<file path="config.mk">
export PLATFORM = sky130hd
export DESIGN_NAME = sram_arbiter
export DESIGN_NICKNAME = d
export VERILOG_FILES = /design/src/rtl/sram_arb_pkg.sv /design/src/rtl/sram_arb_pick.sv /design/src/rtl/sram_arbiter.sv
export SDC_FILE = /design/constraint.sdc
export NUM_CORES = 1
export LEC_CHECK = 0
export BUFFER_PORTS_ARGS = -buffer_cell sky130_fd_sc_hd__buf_4
export CAP_MARGIN = 5
export CORE_AREA = 2 2 142 144
export CTS_CLUSTER_DIAMETER = 120
export DETAILED_ROUTE_END_ITERATION = 6
export DIE_AREA = 0 0 144 146
export MAX_ROUTING_LAYER = met4
export PLACE_DENSITY = 0.57
export REMOVE_ABC_BUFFERS = 1
export SETUP_SLACK_MARGIN = 0.3
export SLEW_MARGIN = 20
export SYNTH_ARGS = -nofsm -noshare
export SYNTH_HDL_FRONTEND = slang
export SYNTH_HIERARCHICAL = 1
export SYNTH_SLANG_ARGS = --single-unit
</file>
<file path="constraint.sdc">
create_clock -name clk -period 2.9 [get_ports clk]
set_clock_uncertainty 0.05 [all_clocks]
set_input_delay 0.435 -clock clk [delete_from_list [all_inputs] [get_ports clk]]
set_output_delay 0.435 -clock clk [all_outputs]
set_load 0.05 [all_outputs]
</file>
<file path="src/rtl/sram_arb_pkg.sv">
// rtl/sram_arb_pkg.sv - shared encodings for the SRAM arbiter (states, ops, port ids)
package sram_arb_pkg;

    typedef enum logic [1:0] {
        IDLE    = 2'b00,
        GRANT0  = 2'b01,
        GRANT1  = 2'b10,
        RELEASE = 2'b11
    } state_t;

    typedef enum logic {
        OP_READ  = 1'b0,
        OP_WRITE = 1'b1
    } op_t;

    localparam logic PORT0 = 1'b0;
    localparam logic PORT1 = 1'b1;

endpackage

</file>
<file path="src/rtl/sram_arb_pick.sv">
// rtl/sram_arb_pick.sv - winner selection; SRAM_ARB_RR_EN selects round-robin, else fixed priority
module sram_arb_pick
    import sram_arb_pkg::*;
(
    input  logic req0,
    input  logic req1,
    input  logic last_grant,
    output logic grant_valid,
    output logic grant_port
);

`ifdef SRAM_ARB_RR_EN
    // Round-robin: on a tie the port that was not granted last wins.
    always_comb begin
        grant_valid = req0 | req1;
        if (req0 && req1) begin
            grant_port = (last_grant == PORT1) ? PORT0 : PORT1;
        end else begin
            grant_port = req0 ? PORT0 : PORT1;
        end
    end
`else
    // Fixed priority: the data port always beats the fetch port.
    logic unused_last_grant;
    assign unused_last_grant = last_grant;

    always_comb begin
        grant_valid = req0 | req1;
        grant_port  = req0 ? PORT0 : PORT1;
    end
`endif

endmodule

</file>
<file path="src/rtl/sram_arbiter.sv">
// rtl/sram_arbiter.sv - two-port SRAM controller arbiter (data port / fetch port), SRAM_ARB_RR_EN enables round-robin
module sram_arbiter
    import sram_arb_pkg::*;
(
    input  logic        clk,
    input  logic        rst,
    input  logic [31:0] m0_address,
    input  logic [31:0] m0_wdata,
    input  logic        m0_read,
    input  logic        m0_write,
    output logic [63:0] m0_rdata,
    output logic        m0_ready,
    input  logic [31:0] m1_address,
    input  logic        m1_read,
    output logic [63:0] m1_rdata,
    output logic        m1_ready,
    output logic [31:0] sram_address,
    output logic [31:0] sram_wdata,
    output logic        sram_read,
    output logic        sram_write,
    input  logic [63:0] sram_rdata,
    input  logic        sram_ready
);

    state_t      state;
    state_t      state_nxt;
    logic [31:0] lat_address;
    logic [31:0] lat_wdata;
    op_t         lat_op;
    logic        abort_q;
    logic        req0;
    logic        req1;
    logic        last_grant;
    logic        grant_valid;
    logic        grant_port;
    logic        take_grant;
    logic        granted_req;

    assign req0       = m0_read | m0_write;
    assign req1       = m1_read;
    assign take_grant = (state == IDLE) && grant_valid;

    // Level of the request belonging to whichever port currently holds the grant.
    assign granted_req = (state == GRANT0) ? req0 : req1;

`ifdef SRAM_ARB_RR_EN
    logic last_grant_q;

    // Remember which port won the most recent arbitration.
    always_ff @(posedge clk) begin
        if (rst) begin
            last_grant_q <= PORT1;
        end else if (take_grant) begin
            last_grant_q <= grant_port;
        end
    end

    assign last_grant = last_grant_q;
`else
    assign last_grant = PORT1;
`endif

    sram_arb_pick u_pick (
        .req0        (req0),
        .req1        (req1),
        .last_grant  (last_grant),
        .grant_valid (grant_valid),
        .grant_port  (grant_port)
    );

    // State register.
    always_ff @(posedge clk) begin
        if (rst) begin
            state <= IDLE;
        end else begin
            state <= state_nxt;
        end
    end

    // Capture the winning request so the SRAM command survives the requester dropping it.
    always_ff @(posedge clk) begin
        if (rst) begin
            lat_address <= '0;
            lat_wdata   <= '0;
            lat_op      <= OP_READ;
        end else if (take_grant) begin
            if (grant_port == PORT1) begin
                lat_address <= m1_address;
                lat_wdata   <= '0;
                lat_op      <= OP_READ;
            end else begin
                lat_address <= m0_address;
                lat_wdata   <= m0_wdata;
                lat_op      <= m0_write ? OP_WRITE : OP_READ;
            end
        end
    end

    // Sticky abort: once the granted requester lets go, its ready stays suppressed.
    always_ff @(posedge clk) begin
        if (rst) begin
            abort_q <= 1'b0;
        end else if (state == IDLE) begin
            abort_q <= 1'b0;
        end else if ((state == GRANT0 || state == GRANT1) && !granted_req) begin
            abort_q <= 1'b1;
        end
    end

    // Next-state and SRAM/requester outputs; ready and rdata pass straight through from the SRAM.
    always_comb begin
        state_nxt    = state;
        sram_address = '0;
        sram_wdata   = '0;
        sram_read    = 1'b0;
        sram_write   = 1'b0;
        m0_rdata     = '0;
        m0_ready     = 1'b0;
        m1_rdata     = '0;
        m1_ready     = 1'b0;
        case (state)
            IDLE: begin
                if (grant_valid) begin
                    state_nxt = (grant_port == PORT1) ? GRANT1 : GRANT0;
                end
            end
            GRANT0: begin
                sram_address = lat_address;
                sram_wdata   = lat_wdata;
                sram_read    = (lat_op == OP_READ);
                sram_write   = (lat_op == OP_WRITE);
                if (sram_ready) begin
                    m0_rdata  = sram_rdata;
                    m0_ready  = req0 & ~abort_q;
                    state_nxt = RELEASE;
                end
            end
            GRANT1: begin
                sram_address = lat_address;
                sram_wdata   = lat_wdata;
                sram_read    = (lat_op == OP_READ);
                sram_write   = (lat_op == OP_WRITE);
                if (sram_ready) begin
                    m1_rdata  = sram_rdata;
                    m1_ready  = req1 & ~abort_q;
                    state_nxt = RELEASE;
                end
            end
            RELEASE: begin
                state_nxt = IDLE;
            end
            default: begin
                state_nxt = IDLE;
            end
        endcase
    end

endmodule

</file>
After elaboration in Yosys (flattened, before gate mapping)
Cells that the tools add are included.
- register bits: 68
- input bits: 166
- word-level logic and storage cells: 44
- equal/unequal tests: 5
- mux-type cells: 20
- bitwise operators: 6
- reduce and logical (&&, ||, !) cells: 8
- operators with widths (cell ; count):
    64-bit two-way mux ; 3
    32-bit two-way mux ; 4
    1-bit two-way mux ; 9
    2-bit two-way mux ; 3
    2-bit one-hot mux with 3 select lines ; 1
    2-bit == test (second input constant) ; 2
    2-bit OR reduction ; 2
    1-bit bitwise AND ; 2
    2-bit by 1-bit == test with 1-bit output (second input constant) ; 1
    1-bit logical AND ; 2
    2-bit zero test ; 1
    2-bit by 1-bit inequality test with 1-bit output (second input constant) ; 1
    2-bit inequality test (second input constant) ; 1
    1-bit NOT ; 2
    1-bit OR ; 2
    2-bit AND reduction ; 1
    1-bit zero test ; 1
    1-bit logical OR ; 1

Depth between registers and ports, before layout
Gate-level depths: netlist (run 1).
- word-level depth: 4
- gate-level depth with buffers: 7

Modules after synthesis
Netlist (run 1), hierarchy kept.
- by module, submodules not included (module ; instances ; cells an instance ; area an instance (µm²) ; sequential area each (µm²)):
    sram_arbiter ; 1 ; 550 ; 4398.0 ; 1361.3
    sram_arb_pick ; 1 ; 2 ; 10.0 ; 0.0

Least setup slack after synthesis (run 1)
No wires, ideal clock.
- path kind: register -> output
- start: register state[0]
- end: output sram_read
- arrival: 1.691 ns
- data required time: 2.415 ns
- setup slack: 0.724 ns
- stages on the path, launching flop included: 5
- path buffers: 1
- cell sequence: dfxtp_1 > inv_1 > ha_1 > clkbuf_2 > nor2b_1
- longest elaborated chain between the ends: 3
- ends and longest elaborated chain (what ; RTL line ; source):
    start: declaration ; sram_arbiter.sv:25 ; state_t state;
    start signal: assignment ; sram_arbiter.sv:76 ; state <= state_nxt;
    2-bit by 1-bit == test with 1-bit output / 2-bit == test (equally long branches) ; sram_arbiter.sv:121 ; case (state)
    2-bit OR reduction (no source line) (*) ; n/a ;
    1-bit two-way mux (*) ; n/a ;
    end: declaration ; sram_arbiter.sv:19 ; output logic sram_read,
Every way passes the cells marked *; elsewhere a longest branch is shown, timed or not.

Worst setup path after layout (run 1)
- start: register state[0]
- end: output m1_rdata[18]
- longest elaborated chain between the ends: 2
- ends and longest elaborated chain (what ; RTL line ; source):
    2-bit == test ; sram_arbiter.sv:121 ;
    64-bit two-way mux ; sram_arbiter.sv:121 ;
    end: declaration ; sram_arbiter.sv:15 ; output logic [63:0] m1_rdata,
Every way passes these cells.

==> qor.yml, run 1 <==
outcome:
  run_status: "completed"
die:
  pin_count: 362
  core-area_um2: 19300
  die_w_um: 144
  die_y_um: 146
  row_count: 51
  fp.dieArea_um2: 21000
  initial_core_util: 0.228
clock_network:
  postCtsSetupBuffers: 0
  cts_tree: "built"
  clk_latency_ns: 0.32
  clkSlewWorstSetupHoldPaths_ns: 0.06
  htree_levels: 3
  cts_hold_buf: 0
  cts_inserted_buffers: 9
  cts_sinks: 68
  post_cts_resized: 0
  clockBufferDepth: 2
  clockRootBuffer: "clkbuf_16"
critical_path:
  cp-start-kind: "flip-flop"
  worstSetupEndpointType: "output pin"
  crit_buf_inv: 3
  slowest_delay_ns: 0.55
  arrival_ns: 2.04
  required_ns: 2.41
  crit_fanout: 36
  slowest_stage: "ha_2"
  crit_type: "reg2out"
  crit_chain: "inv_1 -> ha_2 -> buf_4 -> and3_1 -> buf_4"
  cp_common_cell: "buf_4"
  path_delay_family: "buffers and inverters"
placed_design:
  gp_congestion: 0.821
  port-buffer-count: 361
  placedCellCount: 1123
  hpwl_um: 14800
logic_synthesis:
  syn_avg_cell_area_um2: 7.99
  netlist_area_um2: 4400
  ys_warn_count: 6
  synth_cells: 551
routing:
  drc: 0
  routed_wl_um: 19400
  drt_iter0_drc: 149
  via_per_inst: 4.39
  detail-route-antenna-nets: 0
  first_pass_iters: 4
  wl_per_cell_um: 17.0
  vias: 5003
timing:
  slew_viol_final: 0
  fin_setup_tns_ns: 0
  rsz0062_at_grt: "yes"
  slew_headroom: 0.372
  tightestPinTransition_ns: 0.941
  layout_min_cycle_time_ns: 2.53
  final-setup-viol-count: 0
  max_freq_mhz: 396
  fin_crit_sh: 0.871
  finalHoldViolCount: 0
pwr:
  combPwrFrac: 0.658
  p_sw_w: 0.00358
  sw_frac_of_total: 0.530
  max-vdd-ir-drop_uv: 384
  power_frac_clock: 0.147
  leakage_nw: 4.02
  power_frac_seq: 0.195
  internal-power_w: 0.00317
  powerDensity_nw_per_um2: 899
grt:
  globalRouteOverflowTotal: 0
  use_met1: 0.178
  met3_usage: 0.0517
  met2_usage: 0.324
  globalRoute.busiestLayer: "met2"
  antenna_found_initial: 1
  grt_usage: 0.176
  grt_pass1_vias: 4664
  grt_max_degree: 76
  grt_pass1_wl_um: 27200
min_path:
  hp-class: "in2reg"
final_layout:
  areaGrowthSynthToFinish_pct: 70.6
  multi_input_area_um2: 2710
  layout.cells.non_filler: 1140
  fillCellCount: 2062
  drive_above_1_share: 0.485
  nNetsFinal: 1040
  register_area_um2: 1360
job:
  maxCapViolCount: 0
[stage by stage]
step | worst slack, ns | hold slack (ns) | util | total power [W] | cell area, um^2
finish | 0.374 | 0.334 | 0.389 | 0.00675 | 7510
global route | 0.182 | 0.325 | 0.389 | 0.00717 | 7510
CTS | 0.308 | 0.316 | 0.388 | 0.00687 | 7510
detailed placement | 0.663 | 0.389 | 0.374 | 0.00584 | 7240
global placement | 0.698 | 0.384 | 0.374 | 0.00581 | 7240
floorplan | 0.0902 | 0.371 | - | 0.00427 | 4080
[layer usage]
| metal | wire, um | up-vias |
|---|---|---|
| met1 | 7140 | 2244 |
| li1 | - | 2545 |
| met5 | 0 | - |
| met3 | 1670 | 13 |
| met4 | 201 | 0 |
| met2 | 10400 | 201 |
[path summary, 6_finish.rpt]
path / from / depth (start not counted) / to / slack (ns)
setup / recovery: state[0] / 5 / m1_rdata[18] / 0.37
hold / removal: m0_wdata[31] / 3 / lat_wdata[31] / 0.33
setup reg to reg: state[1] / 6 / lat_wdata[27] / 0.95
hold reg to reg: lat_wdata[6] / 2 / lat_wdata[6] / 0.39
[final cells by class]
type / instances / area share
Sequential cell: 68 / 0.181
Tap cell: 265 / 0.0441
Clock buffer: 10 / 0.0305
Clock inverter: 6 / 0.00550
Inverter: 4 / 0.00200
Timing Repair Buffer: 371 / 0.376
Antenna cell: 1 / 0.000333
Multi-Input combinational cell: 415 / 0.361
[layout by cell type (no fill, tap or decap), types with 3 or more instances in the layout]
cell type	n
a211oi_2	31
a21oi_1	35
and2_1	65
and3_1	128
buf_12	3
buf_4	368
clkbuf_16	9
clkinvlp_4	3
dfxtp_1	68
ha_2	3
mux2i_1	32
nand2_1	34
nand2b_1	3
nand3_1	33
nor2_1	32
nor2b_1	4
nor3_1	3
[worst register-to-register path, cell delays in order (launching register included)]
cell,delay (ns)
dfxtp_1,0.32
inv_1,0.13
ha_2,0.25
and2_4,0.39
buf_12,0.36
nand3_1,0.19
a21oi_1,0.18
[power groups by stage]
stage          combinational [W]  sequential (W)  clock (W)
2_1_floorplan            0.00297         0.00130          0
3_3_place_gp             0.00448         0.00133          0
3_5_place_dp             0.00450         0.00134          0
4_1_cts                  0.00451         0.00132    0.00104
5_1_grt                  0.00475         0.00135    0.00108
6_report                 0.00444         0.00132   0.000993
[sequential cells by signal, summed over array words and instances, names as in the netlist]
name	count
lat_address	32
state	2
lat_op	1
abort_q	1
lat_wdata	32
(Power assumes the default switching activity.)
==> inputs of run 2 (changes only) <==
==> constraint.sdc (replaced) <==
create_clock -name clk -period 3 [get_ports clk]
set_clock_uncertainty 0.05 [all_clocks]
set_input_delay 0.45 -clock clk [delete_from_list [all_inputs] [get_ports clk]]
set_output_delay 0.45 -clock clk [all_outputs]
set_load 0.05 [all_outputs]
==> run 2 against run 1 <==
  * Routed wire length decreased by 1.1%
  * Clock-buffer cell count decreased by 1
  * Flip-flop and latch count is the same
  * Register-to-register slack got worse by 0.06 ns
  * Global-route usage down 0.10 points
  * Die area stayed put
  * Critical path depth did not move
  * Critical path type unchanged
==> qor.yml, run 2 (synthesized netlist as in run 1, its figures left out) <==
placed_design:
  gp_congestion: 0.812  # -1.2%
  hpwl_um: 14600  # -1.6%
  port-buffer-count: 361  # unchanged
  placedCellCount: 1123  # unchanged
routing:
  detail-route-antenna-nets: 0  # unchanged
  via_per_inst: 4.45  # +1.4%
  routed_wl_um: 19200  # -1.1%
  vias: 5076  # +1.5%
  first_pass_iters: 4  # unchanged
  wl_per_cell_um: 16.8  # -1.2%
  drt_iter0_drc: 129  # -13%
  drc: 0  # unchanged
final_layout:
  top_regs: "lat_address x32, lat_wdata x32, state x2"
  drive_above_1_share: 0.486  # +0.000556
  layout.cells.non_filler: 1141  # +0.088%
  nNetsFinal: 1040  # unchanged
  areaGrowthSynthToFinish_pct: 72.8
  final_common_cell: "buf_4"
  mostFrequentLayoutCells: "buf_4 (367), and3_1 (128), dfxtp_1 (68)"
die:
  fp.dieArea_um2: 21000  # unchanged
  die_y_um: 146  # unchanged
  row_count: 51  # unchanged
  initial_core_util: 0.228  # unchanged
  core-area_um2: 19300  # unchanged
  die_w_um: 144  # unchanged
  pin_count: 362  # unchanged
timing:
  layout_min_cycle_time_ns: 2.49
  fin_crit_sh: 0.829
  finalHoldViolCount: 0  # unchanged
  rsz0062_at_grt: "no"
  max_freq_mhz: 402
  fin_setup_tns_ns: 0  # unchanged
  slew_viol_final: 0  # unchanged
  fin_hold_ws_ns: 0.340  # +0.00568 ns
  final-setup-viol-count: 0  # unchanged
  tightestPinTransition_ns: 0.951  # +0.00937 ns
  slew_headroom: 0.366  # -0.00625
outcome:
  run_status: "completed"
grt:
  globalRoute.busiestLayer: "met2"
  grt_pass1_wl_um: 27400  # +0.73%
  grt_usage: 0.175  # -0.000997
  antenna_found_initial: 3  # +2
  grt_max_degree: 133  # +75%
  met3_usage: 0.0540  # +0.00230
  grt_pass1_vias: 4833  # +3.6%
  use_met1: 0.181  # +0.00216
  met2_usage: 0.311  # -0.0131
  globalRouteOverflowTotal: 0  # unchanged
pwr:
  sw_frac_of_total: 0.513  # -0.0176
  powerDensity_nw_per_um2: 895  # -0.41%
  combPwrFrac: 0.635  # -0.023
  p_sw_w: 0.00349  # -2.5%
  internal-power_w: 0.00332  # +4.6%
  leakage_nw: 4.06  # +0.94%
  max-vdd-ir-drop_uv: 396  # +3.0%
  power_frac_seq: 0.186  # -0.009
  power_frac_clock: 0.179  # +0.032
clock_network:
  cts_tree: "built"
  cts_sinks: 68  # unchanged
  postCtsSetupBuffers: 0  # unchanged
  clockRootBuffer: "clkbuf_16"
  clockBufferDepth: 2  # unchanged
  clkSlewWorstSetupHoldPaths_ns: 0.06  # about the same
  cts_inserted_buffers: 9  # unchanged
  htree_levels: 3  # unchanged
  cts_hold_buf: 0  # unchanged
  clk_latency_ns: 0.33  # about the same
critical_path:
  arrival_ns: 1.99  # -0.05 ns
  slowest_stage: "dfxtp_1"
  crit_type: "reg2out"
  slowest_delay_ns: 0.38  # -0.17 ns
  cp-start-kind: "flip-flop"
  required_ns: 2.50  # +0.09 ns
  worstSetupEndpointType: "output pin"
  crit_chain: "inv_1 -> ha_2 -> buf_4 -> and2_1 -> buf_4"
  crit_fanout: 40  # +11%
  cp_common_cell: "buf_4"
  r2r_cells: 6  # unchanged
min_path:
  hp-class: "in2reg"
  hold_depth: 3  # unchanged
job:
  maxCapViolCount: 0  # unchanged
-- run 2: changes by cell type in the layout (fill, tap and decap cells not counted), sizes merged --
cell | before | now
bufinv | 0 | 3
clkinv | 3 | 1
diode | 1 | 3
clkbuf | 10 | 9
clkinvlp | 3 | 2
-- run 2: worst paths after layout --
path,from,slack (ns),to
min reg2reg,lat_wdata[14],0.39,lat_wdata[14]
min,m0_wdata[0],0.34,lat_wdata[0]
max reg2reg,state[0],0.89,lat_address[0]
max,state[0],0.51,sram_wdata[22]
-- run 2: power groups by stage --
| stage | registers (W) | logic [W] | clock network [W] |
|---|---|---|---|
| 5_1_grt | 0.00130 | 0.00459 | 0.00129 |
| 3_5_place_dp | 0.00129 | 0.00435 | 0 |
| 3_3_place_gp | 0.00128 | 0.00434 | 0 |
| 6_report | 0.00127 | 0.00432 | 0.00122 |
| 4_1_cts | 0.00127 | 0.00435 | 0.00126 |
| 2_1_floorplan | 0.00125 | 0.00287 | 0 |
-- run 2: repair_timing --
action                     in CTS  in global routing
hold endpoints to repair        0                  0
setup endpoints to repair       0                 26
gates resized for setup         0                  1
-- run 2: layout make-up --
class	instances	area, um^2
well taps	265	332
fillers	2047	11700
clock buffers	9	225
flip-flops and latches	68	1360
inverters	4	15.0
repair buffers	371	2840
clock inverters	6	114
multi-input cells	415	2720
diodes	3	7.51
-- run 2: layer usage --
layer	vias to the layer above	routed length, um	part of all wire
met5	-	0	0
met4	0	306	0.016
met3	15	1710	0.089
met2	200	10000	0.52
met1	2314	7170	0.37
li1	2547	-	-
-- run 2: per-stage QoR --
step                utilization  setup WS, ns  cell area [um^2]  total power (W)
CTS                       0.393         0.396              7590          0.00688
finish                    0.394         0.514              7610          0.00681
floorplan                     -         0.175              4080          0.00412
global route              0.394         0.379              7610          0.00718
detailed placement        0.375         0.730              7250          0.00563
global placement          0.375         0.765              7250          0.00562
-- run 2: worst max-delay path, delay by kind of cell (launching register included) --
family                     cells  cell delay, ns
adders and majority gates      1            0.34
buffers and inverters          3            0.66
DFF                            1            0.38
and+or+nand+nor                1            0.23
